===== src/rtl/frame_writer.sv =====
// frame_writer: write-side master for the framebuffer RAM.
// Streams pixel words into sequential addresses while a frame load is in progress.
module frame_writer #(
   parameter int ADDR_W    = 15,
   parameter int DATA_W    = 32,
   parameter int BASE_ADDR = 0,
   parameter int NUM_WORDS = 10000
) (
   input  logic              clk,
   input  logic              rst,
   input  logic              start,
   input  logic              abort,
   input  logic              hold,
   input  logic [DATA_W-1:0] in_data,
   input  logic              in_valid,
   output logic              in_ready,
   output logic [31:0]       mem_addr,
   output logic [DATA_W-1:0] mem_data,
   output logic              mem_wren,
   output logic              mem_sel,
   output logic              busy,
   output logic              done,
   output logic [ADDR_W-1:0] word_count
);

   typedef enum logic [1:0] {
      S_IDLE,
      S_WRITE,
      S_FLUSH
   } state_t;

   localparam logic [ADDR_W-1:0] L_BASE = ADDR_W'(BASE_ADDR);
   localparam logic [ADDR_W-1:0] L_LAST = ADDR_W'(NUM_WORDS - 1);
   localparam logic [ADDR_W-1:0] L_ONE  = ADDR_W'(1);

   state_t            r_state;
   state_t            w_state_nx;
   logic [ADDR_W-1:0] r_addr;
   logic [ADDR_W-1:0] w_addr_nx;
   logic [ADDR_W-1:0] r_count;
   logic [ADDR_W-1:0] w_count_nx;
   logic [DATA_W-1:0] r_data;
   logic [DATA_W-1:0] w_data_nx;
   logic              r_wren;
   logic              w_wren_nx;
   logic              r_sel;
   logic              w_sel_nx;
   logic              r_busy;
   logic              w_busy_nx;
   logic              r_done;
   logic              w_done_nx;
   logic              w_accept;

   // abort outranks a word offered in the same cycle, so it gates ready
   assign in_ready = (r_state == S_WRITE) & ~hold & ~abort;
   assign w_accept = in_valid & in_ready;

   assign mem_addr   = 32'(r_addr);
   assign mem_data   = r_data;
   assign mem_wren   = r_wren;
   assign mem_sel    = r_sel;
   assign busy       = r_busy;
   assign done       = r_done;
   assign word_count = r_count;

   // Next-state and next-output decode; write strobe and done are single-cycle
   always_comb begin
      w_state_nx = r_state;
      w_addr_nx  = r_addr;
      w_data_nx  = r_data;
      w_count_nx = r_count;
      w_sel_nx   = r_sel;
      w_busy_nx  = r_busy;
      w_wren_nx  = 1'b0;
      w_done_nx  = 1'b0;
      unique case (r_state)
         S_IDLE: begin
            if (start) begin
               w_state_nx = S_WRITE;
               w_count_nx = '0;
               w_sel_nx   = 1'b1;
               w_busy_nx  = 1'b1;
            end
         end
         S_WRITE: begin
            if (abort) begin
               w_state_nx = S_IDLE;
               w_sel_nx   = 1'b0;
               w_busy_nx  = 1'b0;
            end else if (w_accept) begin
               w_addr_nx  = L_BASE + r_count;
               w_data_nx  = in_data;
               w_wren_nx  = 1'b1;
               w_count_nx = r_count + L_ONE;
               if (r_count == L_LAST) begin
                  w_state_nx = S_FLUSH;
               end
            end
         end
         S_FLUSH: begin
            w_state_nx = S_IDLE;
            w_sel_nx   = 1'b0;
            w_busy_nx  = 1'b0;
            w_done_nx  = 1'b1;
         end
         default: begin
            w_state_nx = S_IDLE;
            w_sel_nx   = 1'b0;
            w_busy_nx  = 1'b0;
         end
      endcase
   end

   // State and registered outputs; reset abandons any partial frame
   always_ff @(posedge clk) begin
      if (!rst) begin
         r_state <= S_IDLE;
         r_addr  <= '0;
         r_data  <= '0;
         r_count <= '0;
         r_wren  <= 1'b0;
         r_sel   <= 1'b0;
         r_busy  <= 1'b0;
         r_done  <= 1'b0;
      end else begin
         r_state <= w_state_nx;
         r_addr  <= w_addr_nx;
         r_data  <= w_data_nx;
         r_count <= w_count_nx;
         r_wren  <= w_wren_nx;
         r_sel   <= w_sel_nx;
         r_busy  <= w_busy_nx;
         r_done  <= w_done_nx;
      end
   end

endmodule


===== config.mk =====
export PLATFORM = sky130hd
export DESIGN_NAME = frame_writer
export DESIGN_NICKNAME = d
export VERILOG_FILES = /design/src/rtl/frame_writer.sv
export SDC_FILE = /design/constraint.sdc
export NUM_CORES = 1
export LEC_CHECK = 0
export ABC_AREA = 1
export ABC_CLOCK_PERIOD_IN_PS = 1700
export BUFFER_PORTS_ARGS = -buffer_cell sky130_fd_sc_hd__buf_2
export CAP_MARGIN = 20
export CELL_PAD_IN_SITES_DETAIL_PLACEMENT = 2
export CELL_PAD_IN_SITES_GLOBAL_PLACEMENT = 2
export CORE_MARGIN = 4
export CORE_UTILIZATION = 25
export DETAILED_ROUTE_END_ITERATION = 10
export PLACE_DENSITY = 0.78
export SLEW_MARGIN = 20
export SYNTH_ARGS = -nofsm -noshare
export SYNTH_HDL_FRONTEND = slang
export SYNTH_SLANG_ARGS = --single-unit

===== constraint.sdc =====
create_clock -name clk -period 1.7 [get_ports clk]
set_clock_uncertainty 0.2 [all_clocks]
set_input_delay 0.34 -clock clk [delete_from_list [all_inputs] [get_ports clk]]
set_output_delay 0.34 -clock clk [all_outputs]
set_load 0.005 [all_outputs]

Yosys cells after proc, flatten, opt, wreduce, memory -nomap -nowiden
Cells that the tools add are included.
{"block": "word_totals", "register_bits": 67, "in_bits": 38, "output_inout_bits": 84, "elab_cells": 45}
{"block": "classes", "addsub": 1, "eq_ne": 9, "n_mux": 14, "bitwise_logic": 7, "reduce_logical": 7}
{"op": "$mux W15", "count": 3}
{"op": "$pmux W15 S2", "count": 1}
{"op": "$add A15 B1 Y15 const B", "count": 1}
{"op": "$eq A15 B14 Y1 const B", "count": 1}
{"op": "$mux W2", "count": 4}
{"op": "$ne A2 B2 Y1 const B", "count": 4}
{"op": "$reduce_and A3 Y1", "count": 2}
{"op": "$mux W1", "count": 4}
{"op": "$not A1 Y1", "count": 4}
{"op": "$pmux W2 S2", "count": 1}
{"op": "$reduce_and A4 Y1", "count": 1}
{"op": "$and A1 B1 Y1", "count": 3}
{"op": "$ne A3 B2 Y1 const B", "count": 1}
{"op": "$ne A3 B3 Y1 const B", "count": 1}
{"op": "$reduce_or A3 Y1", "count": 1}
{"op": "$eq A2 B1 Y1 const B", "count": 1}
{"op": "$eq A2 B2 Y1 const B", "count": 1}
{"op": "$logic_not A2 Y1", "count": 1}
{"op": "$pmux W1 S2", "count": 1}
{"op": "$reduce_and A2 Y1", "count": 1}
{"op": "$reduce_bool A2 Y1", "count": 1}

Longest topological paths before layout
Gate-level depths: netlist of the first run.
{"block": "logic_depth", "word_depth": 7, "ltp_mapped": 10, "ltp_nobuf": 10}

Least setup slack after synthesis of the first run
OpenSTA, ideal clock, no wires.
{"block": "synth_timing", "path_type": "flip-flop to flip-flop", "from": "reg r_count[0], in the netlist word_count[0]", "to": "reg r_count[12], in the netlist word_count[12]", "setup_ps": 64, "t_arrival_ps": 1286, "required_time_ps": 1436, "slack_ps": 151, "path_stages_with_launch": 10, "path_buffers": 0, "period_less_slack_ps": 1549, "path_cell_list": "dfxtp_1 -> ha_1 -> nand2_1 -> nor2_2 -> nand3_1 -> nor2_1 -> nand3_1 -> nand2_1 -> inv_1 -> nor2_1"}
{"block": "synth_between", "elab_chain_cells": 4}
{"item": "start: declaration", "line_no": "40", "text": "logic [ADDR_W-1:0] r_count;"}
{"item": "start signal: assignment", "line_no": "129", "text": "r_count <= w_count_nx;"}
{"item": "$add A15 B1 Y15", "line_no": "94", "text": "w_count_nx = r_count + L_ONE;"}
{"item": "$mux W15", "line_no": "90", "text": "end else if (w_accept) begin"}
{"item": "$mux W15", "line_no": "86", "text": "if (abort) begin"}
{"item": "$pmux W15 S2", "line_no": "76", "text": "unique case (r_state)"}
Every way passes these cells. The select of a mux whose other input is x is not followed.
A chain may end at the register's enable or synchronous reset.

Worst setup path in the final report of the first run
{"block": "layout_timing", "from": "reg r_state[0]", "to": "out in_ready"}
{"block": "layout_between", "elab_chain_cells": 3}
{"item": "start: declaration", "line_no": "36", "text": "state_t r_state;"}
{"item": "start signal: assignment", "line_no": "126", "text": "r_state <= w_state_nx;"}
{"item": "$eq A2 B1 Y1", "line_no": "55", "text": "assign in_ready = (r_state == S_WRITE) & ~hold & ~abort;"}
{"item": "$and A1 B1 Y1 (2 in a row)", "line_no": "55"}
{"item": "end: declaration", "line_no": "16", "text": "output logic in_ready,"}
Every way passes these cells.

==> results of run 1 <==
## placed cells by master, fill, tap and decap left out, types with 2 or more instances in the layout
master | netlist | routed
a21oi_1 | 53 | 53
buf_12 | 0 | 3
buf_2 | 5 | 104
buf_4 | 19 | 18
buf_6 | 2 | 2
clkbuf_16 | 0 | 9
clkinv_2 | 0 | 4
clkinvlp_4 | 0 | 2
conb_1 | 1 | 17
dfxtp_1 | 67 | 61
dfxtp_2 | 0 | 5
inv_1 | 32 | 31
inv_2 | 3 | 4
nand2_1 | 120 | 118
nand2_2 | 1 | 3
nand3_1 | 15 | 13
nand3_2 | 5 | 6
nand4_1 | 4 | 4
nor2_1 | 35 | 29
nor2_2 | 1 | 4
nor2_4 | 1 | 4
nor3_1 | 4 | 4
o21ai_0 | 15 | 15
xor2_1 | 2 | 2
## per-layer routing
layer / GRT usage (%) / up-vias / wire length, um
met5: 0 / - / 0
met4: 5.63 / 0 / 145
met3: 2.61 / 11 / 521
met2: 26.7 / 75 / 5240
met1: 18.3 / 1444 / 4450
li1: - / 1475 / -
## final cells by class
type | instances | area (sq um)
fillers | 1350 | 7370
flip-flops and latches | 67 | 1350
multi-input cells | 279 | 1330
repair buffers | 127 | 738
clock buffers | 9 | 225
well taps | 143 | 179
inverters | 36 | 135
clock inverters | 7 | 43.8
## cell families after synthesis
| kind of cell | count (synthesis) | synth area share (%) |
|---|---|---|
| DFF | 67 | 46.4 |
| other | 1 | 0.130 |
| xor gates and xnor gates | 2 | 0.606 |
| AOI/OAI and AO/OA | 69 | 11.9 |
| and+or+nand+nor | 190 | 28.1 |
| buffers and inverters | 71 | 12.4 |
| adders and majority gates | 1 | 0.432 |
## worst max-delay path, delay by kind of cell, from the launching register on
family | cells | cell delay, ns
buffers and inverters | 2 | 0.16
DFF | 1 | 0.37
and+or+nand+nor | 3 | 0.31
## power by group through the flow
stage	clock (mW)	sequential (mW)	combinational (mW)
6_report	1.70	1.62	0.300
5_1_grt	1.84	1.62	0.336
4_1_cts	1.76	1.62	0.295
3_5_place_dp	0	1.65	0.292
3_3_place_gp	0	1.65	0.283
2_1_floorplan	0	1.65	0.166
## flip-flops by register name (all words and copies together) (netlist names)
register and cells:
done 1, busy 1, mem_data 32, r_state 2, word_count 15, r_addr 15, mem_wren 1
## per-stage QoR
| stage | setup slack, ns | setup TNS, ns |
|---|---|---|
| detailed placement | -0.101 | -0.276 |
| floorplan | 0.151 | 0 |
| finish | -0.00757 | -0.00757 |
| CTS | -0.0250 | -0.0250 |
| global placement | -0.0184 | -0.0184 |
| global route | -0.0689 | -0.266 |
## repair_timing
item | 4_1_cts | 5_1_grt
gates cloned | 0 | 0
gates resized for setup | 7 | 20
pin swaps | 0 | 4
setup endpoints to repair | 10 | 36
buffers inserted | 0 | 3
## worst max-delay path by stage
stage / to / from / slack, ns / depth (start not counted)
2_1_floorplan: word_count[12] / word_count[0] / 0.15 / 9
3_3_place_gp: word_count[12] / word_count[1] / -0.02 / 9
3_5_place_dp: word_count[12] / word_count[1] / -0.10 / 9
4_1_cts: in_ready / r_state[0] / -0.03 / 5
5_1_grt: word_count[11] / word_count[0] / -0.07 / 8
6_report: in_ready / r_state[0] / -0.008 / 5
==> flow_summary.toml, run 1 <==
[status]
status = "finished with violations"
violations = "setup timing"

[cells_and_area]
diodes = 0
postLayoutCellArea_sq_um = 4000
final_cells = 668
post-route-util_pct = 35.2
synthToLayoutAreaGrowth_pct = 38.2
final_nets = 559
final_layout_size_suffix_gt1_share_pct = 33.1

[power]
share_comb_of_total_power_pct = 8.3
internal_power_mw = 2.70
seq_power_share_pct = 44.7
switching_share_pct = 25.4
irDropWorstVdd_mv = 0.340
power.switching_mw = 0.918
power_mw = 3.62
leakage_nw = 1.85
clockPowerShare_pct = 47.0
cellPowerDensity_nw_per_um2 = 905

[floorplan]
core_sq_um = 11400
die_h_um = 116
die_x_um = 116
io_pins = 122
die-area_sq_um = 13400
rows = 39
start_util_pct = 25.4

[synth]
yosysSeqAreaShare_pct = 46.4
syn_area_sq_um = 2890
avgSynthCellArea_sq_um = 7.21
yosys.area.top_type_share_pct = 46.4
synth_edf_count = 0
ys_warn_count = 0
synth_top_area_cell = "dfxtp_1"
synth_most_common_cell = "nand2_1"
ys_ff_latch = 67
synth_common_cells = "nand2_1 (120), dfxtp_1 (67), a21oi_1 (53), nor2_1 (35), inv_1 (32)"
netlist_top_cells_area = "dfxtp_1 (46%), nand2_1 (16%), a21oi_1 (9.2%)"
synthFlopType = "dfxtp_1"
async_flop_share_pct = 0
synthDistinctLibCells = 28
synth_cells = 401

[drt]
ant_nets = 0
routed_wl_um = 10400
drtPass1Iterations = 4
viasPerCell = 4.50
vias = 3005
avgRoutedWirePerCell_um = 15.5
drc_errors = 0
dr.first_iter.drc_count = 105

[grt]
grt_pass1_wl_um = 15900
grt_pass1_vias = 3175
grt_max_degree = 42
overflow = 0
grt_usage_pct = 15.1
antenna_found_initial = 0

[timing]
rsz0062_at_grt = "true"
setup_viol = 1
hold_slack_ns = 0.0569
period_minus_slack_ns = 1.71
fin_ws_ns = -0.00757
final-hold-violation-count = 0
max_freq_mhz = 586
drv_slew = 0
timing.final.crit_share_pct = 100

[worst_setup_path]
required_ns = 1.16
cp_max_fo = 4
critical_path_arrival_ns = 1.17
startpoint_type = "flip-flop"
worstSetupPathType = "flip-flop to primary output"
reg2reg_from = "word_count[0]"
crit_path_cell_trace = "inv_2, nor2_4, nand2_2, nor2_2, buf_2"
crit_path_top_delay_cell = "dfxtp_4"
worstSetupEndpointType = "primary output"
ff2ff_setup_slack_ns = 0.07
crit_path_max_incr_delay_ns = 0.37
reg2regPathDepth = 8
r2r_end = "word_count[11]"

[hold_path]
hold-path-endpoint = "mem_data[16]"
min_from = "in_data[16]"
hp-class = "primary input to flip-flop"
hold_depth = 3

[clock_tree]
clock_latency_ns = 0.33
clock_sinks = 67
max-clock-path-buffers = 2
cts_buffers = 9
hold_buffers = 0
cts-root-buf = "clkbuf_16"
cts_tree = "yes"
clk_pin_slew_ns = 0.06
htreeDepth = 3

[place]
placed_area_sq_um = 3620
portBuffers = 104
routabilityCongestion = 0.756
hpwlAfterDp_um = 7680
dp_cells = 649

[job]
drv_cap = 0
Note: power is estimated with default switching activity, not from simulation.
==> run 2, diff against run 1 <==
SKIP_CTS_REPAIR_TIMING = 1   (was unset)
==> flow_summary.toml, run 2 (synthesis results as in run 1) <==
[status]
status = "finished with violations"
violations = "setup timing"

[worst_setup_path]
required_ns = 1.16
cp_max_fo = 4
critical_path_arrival_ns = 1.17
worstSetupPathType = "flip-flop to primary output"
worstSetupEndpointType = "primary output"
startpoint_type = "flip-flop"
ff2ff_setup_slack_ns = 0.05

[drt]
vias = 2999
routed_wl_um = 10300
drc_errors = 0
drtPass1Iterations = 4
dr.first_iter.drc_count = 120
ant_nets = 0
viasPerCell = 4.48
avgRoutedWirePerCell_um = 15.4

[cells_and_area]
final_nets = 560
diodes = 0
filler_cell_count = 1343
final_layout_size_suffix_gt1_share_pct = 33.5
final_common_cell = "nand2_1"
layout_common_cells = "nand2_1 (118), buf_2 (104), dfxtp_1 (61)"
largest_reg_flops = 32
synthToLayoutAreaGrowth_pct = 38.5

[floorplan]
die-area_sq_um = 13400
die_x_um = 116
core_sq_um = 11400
rows = 39
die_h_um = 116
io_pins = 122
start_util_pct = 25.4

[timing]
timing.final.crit_share_pct = 100
finalSetupTns_ns = -0.00785
rsz0062_at_grt = "true"
max_freq_mhz = 586
period_minus_slack_ns = 1.71
setup_viol = 1
fin_ws_ns = -0.00785
drv_slew = 0
final-hold-violation-count = 0

[power]
irDropWorstVdd_mv = 0.340
seq_power_share_pct = 44.5
leakage_nw = 1.86
cellPowerDensity_nw_per_um2 = 906
share_comb_of_total_power_pct = 8.3
clockPowerShare_pct = 47.2
power.switching_mw = 0.931
internal_power_mw = 2.70
switching_share_pct = 25.6

[grt]
overflow = 0
grt.busiest_layer = "met2"
grt_max_degree = 42
grt_pass1_wl_um = 15800
use_met3_pct = 2.61
grtUsageMet1_pct = 18.2
grt_pass1_vias = 3166
antenna_found_initial = 0
grtUsageMet2_pct = 26.7
grt_usage_pct = 15.0

[clock_tree]
clk_pin_slew_ns = 0.06
cts_buffers = 9
max-clock-path-buffers = 2
clock_sinks = 67
clock_latency_ns = 0.33
htreeDepth = 3
cts-root-buf = "clkbuf_16"
cts_tree = "yes"

[place]
hpwlAfterDp_um = 7680
post-place-ws_ns = -0.101
portBuffers = 104
routabilityCongestion = 0.756

[hold_path]
hp-class = "primary input to flip-flop"

[job]
drv_cap = 0
==> run 2: cell types whose count changed in the layout (fill, tap and decap cells not counted), sizes merged <==
cell	delta
buf	+1
==> run 2: area by class of cell <==
type / count / area [sq um] / share of cell area (%)
Sequential cell: 67 / 1350 / 33.7
Multi-Input combinational cell: 279 / 1330 / 33.1
Timing Repair Buffer: 128 / 746 / 18.6
Clock buffer: 9 / 225 / 5.62
Tap cell: 143 / 179 / 4.47
Inverter: 36 / 135 / 3.37
Clock inverter: 7 / 43.8 / 1.09
==> run 2: per-stage QoR <==
step	hold WS, ns	total power [mW]	area (sq um)	std cells	utilization (%)
2_1_floorplan	0.260	1.82	2950	417	-
3_3_place_gp	0.252	1.93	3620	649	31.8
3_5_place_dp	0.262	1.94	3620	649	31.8
4_1_cts	0.0490	3.67	3880	665	34.2
5_1_grt	0.0583	3.80	4010	669	35.2
6_report	0.0547	3.63	4010	669	35.2
==> run 2: power groups by stage <==
| stage | logic, mW | clock network [mW] | registers (mW) |
|---|---|---|---|
| 6_report | 0.300 | 1.71 | 1.62 |
| 5_1_grt | 0.336 | 1.85 | 1.62 |
| 3_3_place_gp | 0.283 | 0 | 1.65 |
| 2_1_floorplan | 0.166 | 0 | 1.65 |
| 3_5_place_dp | 0.292 | 0 | 1.65 |
| 4_1_cts | 0.294 | 1.76 | 1.62 |
==> run 2: worst paths after layout <==
kind | start | depth (start not counted) | to
worst max-delay path | r_state[0] | 5 | in_ready
worst min-delay path | in_data[16] | 3 | mem_data[16]
worst max register to register | word_count[1] | 10 | r_state[0]
worst min register to register | mem_data[21] | 2 | mem_data[21]
==> run 2: worst max-delay path: stages (launching register included) <==
cell	delay (ns)
dfxtp_4	0.37
inv_2	0.05
nor2_4	0.14
nand2_2	0.08
nor2_2	0.09
buf_2	0.11
==> run 2: per-layer routing <==
| layer | routed length (um) | vias to the layer above |
|---|---|---|
| li1 | - | 1477 |
| met1 | 4440 | 1438 |
| met2 | 5180 | 73 |
| met3 | 506 | 11 |
| met4 | 149 | 0 |
| met5 | 0 | - |
==> run 3, diff against run 2 <==
==> constraint.sdc (replaced) <==
create_clock -name clk -period 1.7 [get_ports clk]
set_clock_uncertainty 0.2 [all_clocks]
set_input_delay 0.17 -clock clk [delete_from_list [all_inputs] [get_ports clk]]
set_output_delay 0.17 -clock clk [all_outputs]
set_load 0.05 [all_outputs]
==> flow_summary.toml, run 3 (synthesis results as in run 1) <==
[floorplan]
die-area_sq_um = 13400
core_sq_um = 11400
rows = 39
io_pins = 122
die_h_um = 116
start_util_pct = 25.4
die_x_um = 116

[cells_and_area]
final_cells = 692
diodes = 0
synthToLayoutAreaGrowth_pct = 49.1
post-route-util_pct = 37.9
final_common_cell = "nand2_1"
final_layout_size_suffix_gt1_share_pct = 30.4
final_nets = 583
layout_common_cells = "nand2_1 (117), buf_2 (103), dfxtp_1 (60)"
largest_reg_flops = 32

[timing]
drv_slew = 0
hold_slack_ns = -0.0138
finalSetupTns_ns = 0
timing.final.crit_share_pct = 96.6
max_freq_mhz = 609
final-hold-violation-count = 1
fin_ws_ns = 0.0574
setup_viol = 0
period_minus_slack_ns = 1.64

[worst_setup_path]
worstSetupPathType = "flip-flop to primary output"
cp_max_fo = 4
ff2ff_setup_slack_ns = 0.09
reg2regPathDepth = 10
worstSetupEndpointType = "primary output"
reg2reg_from = "word_count[1]"
startpoint_type = "flip-flop"
required_ns = 1.33
critical_path_arrival_ns = 1.27
r2r_end = "r_state[0]"

[power]
seq_power_share_pct = 39.9
switching_share_pct = 26.4
power.switching_mw = 1.07
share_comb_of_total_power_pct = 12.8
internal_power_mw = 2.98
leakage_nw = 1.98
cellPowerDensity_nw_per_um2 = 939
irDropWorstVdd_mv = 0.457
clockPowerShare_pct = 47.2

[grt]
grt_max_degree = 35
grt_pass1_vias = 3106
grt_usage_pct = 14.8
antenna_found_initial = 0
overflow = 0
grt_pass1_wl_um = 15500

[clock_tree]
cts-root-buf = "clkbuf_16"
cts_tree = "yes"
clk_pin_slew_ns = 0.06
clock_sinks = 67
cts_buffers = 9
htreeDepth = 3
clock_latency_ns = 0.33
max-clock-path-buffers = 2

[drt]
routed_wl_um = 11300
vias = 3152
avgRoutedWirePerCell_um = 16.4
ant_nets = 0
drc_errors = 0
drtPass1Iterations = 4
dr.first_iter.drc_count = 130
viasPerCell = 4.55

[place]
dp_cells = 641
post-place-ws_ns = -0.0131
routabilityCongestion = 0.772
portBuffers = 104
hpwlAfterDp_um = 7450

[hold_path]
hp-class = "primary input to flip-flop"
hold-path-endpoint = "busy"
hold_depth = 3
min_from = "start"

[status]
violations = "hold timing"
status = "finished with violations"

[job]
drv_cap = 0
[run 3: per-stage QoR]
step | hold WS, ns | total power, mW | instance area (sq um)
2_1_floorplan | 0.100 | 1.98 | 2960
3_3_place_gp | 0.220 | 2.08 | 3550
3_5_place_dp | 0.231 | 2.09 | 3550
4_1_cts | -0.129 | 4.02 | 3860
5_1_grt | 0.0257 | 4.22 | 4310
6_report | -0.0138 | 4.05 | 4310
[run 3: worst max-delay path: stages, from the launching register on]
cell and delay, ns:
dfxtp_2 0.36, inv_2 0.05, nor2_4 0.14, nand2_2 0.10, nor2_2 0.11, buf_6 0.17
[run 3: metal layers]
metal  vias up  share of wire, %  GRT usage (%)  wire, um
met4         0               1.5           4.46       170
met1      1532                41           17.6      4600
met5         -                 0              0         0
met3        15               5.0           3.39       565
li1       1518                 -              -         -
met2        87                53           26.6      6010
[run 3: worst max path at each step]
stage / start / to / slack (ns) / cells past startpoint
floorplan: word_count[7] / word_count[12] / 0.03 / 7
global route: word_count[8] / r_state[0] / -0.02 / 9
finish: r_state[0] / in_ready / 0.06 / 5
detailed placement: r_state[1] / word_count[8] / -0.01 / 8
global placement: r_state[1] / word_count[3] / 0.05 / 8
CTS: r_state[0] / in_ready / -0.07 / 5
[run 3: cell type report]
type / instances / area [sq um]
fillers: 1333 / 7060
repair buffers: 151 / 1010
multi-input cells: 279 / 1330
clock inverters: 4 / 46.3
clock buffers: 12 / 258
flip-flops and latches: 67 / 1360
inverters: 36 / 138
well taps: 143 / 179
[run 3: power by group through the flow]
| stage | Clock [mW] | Sequential [mW] | Combinational (mW) |
|---|---|---|---|
| after global routing | 2.04 | 1.62 | 0.558 |
| after global placement | 0 | 1.65 | 0.430 |
| final | 1.91 | 1.62 | 0.520 |
| after detailed placement | 0 | 1.65 | 0.437 |
| after floorplan | 0 | 1.73 | 0.251 |
| after CTS | 1.97 | 1.61 | 0.439 |
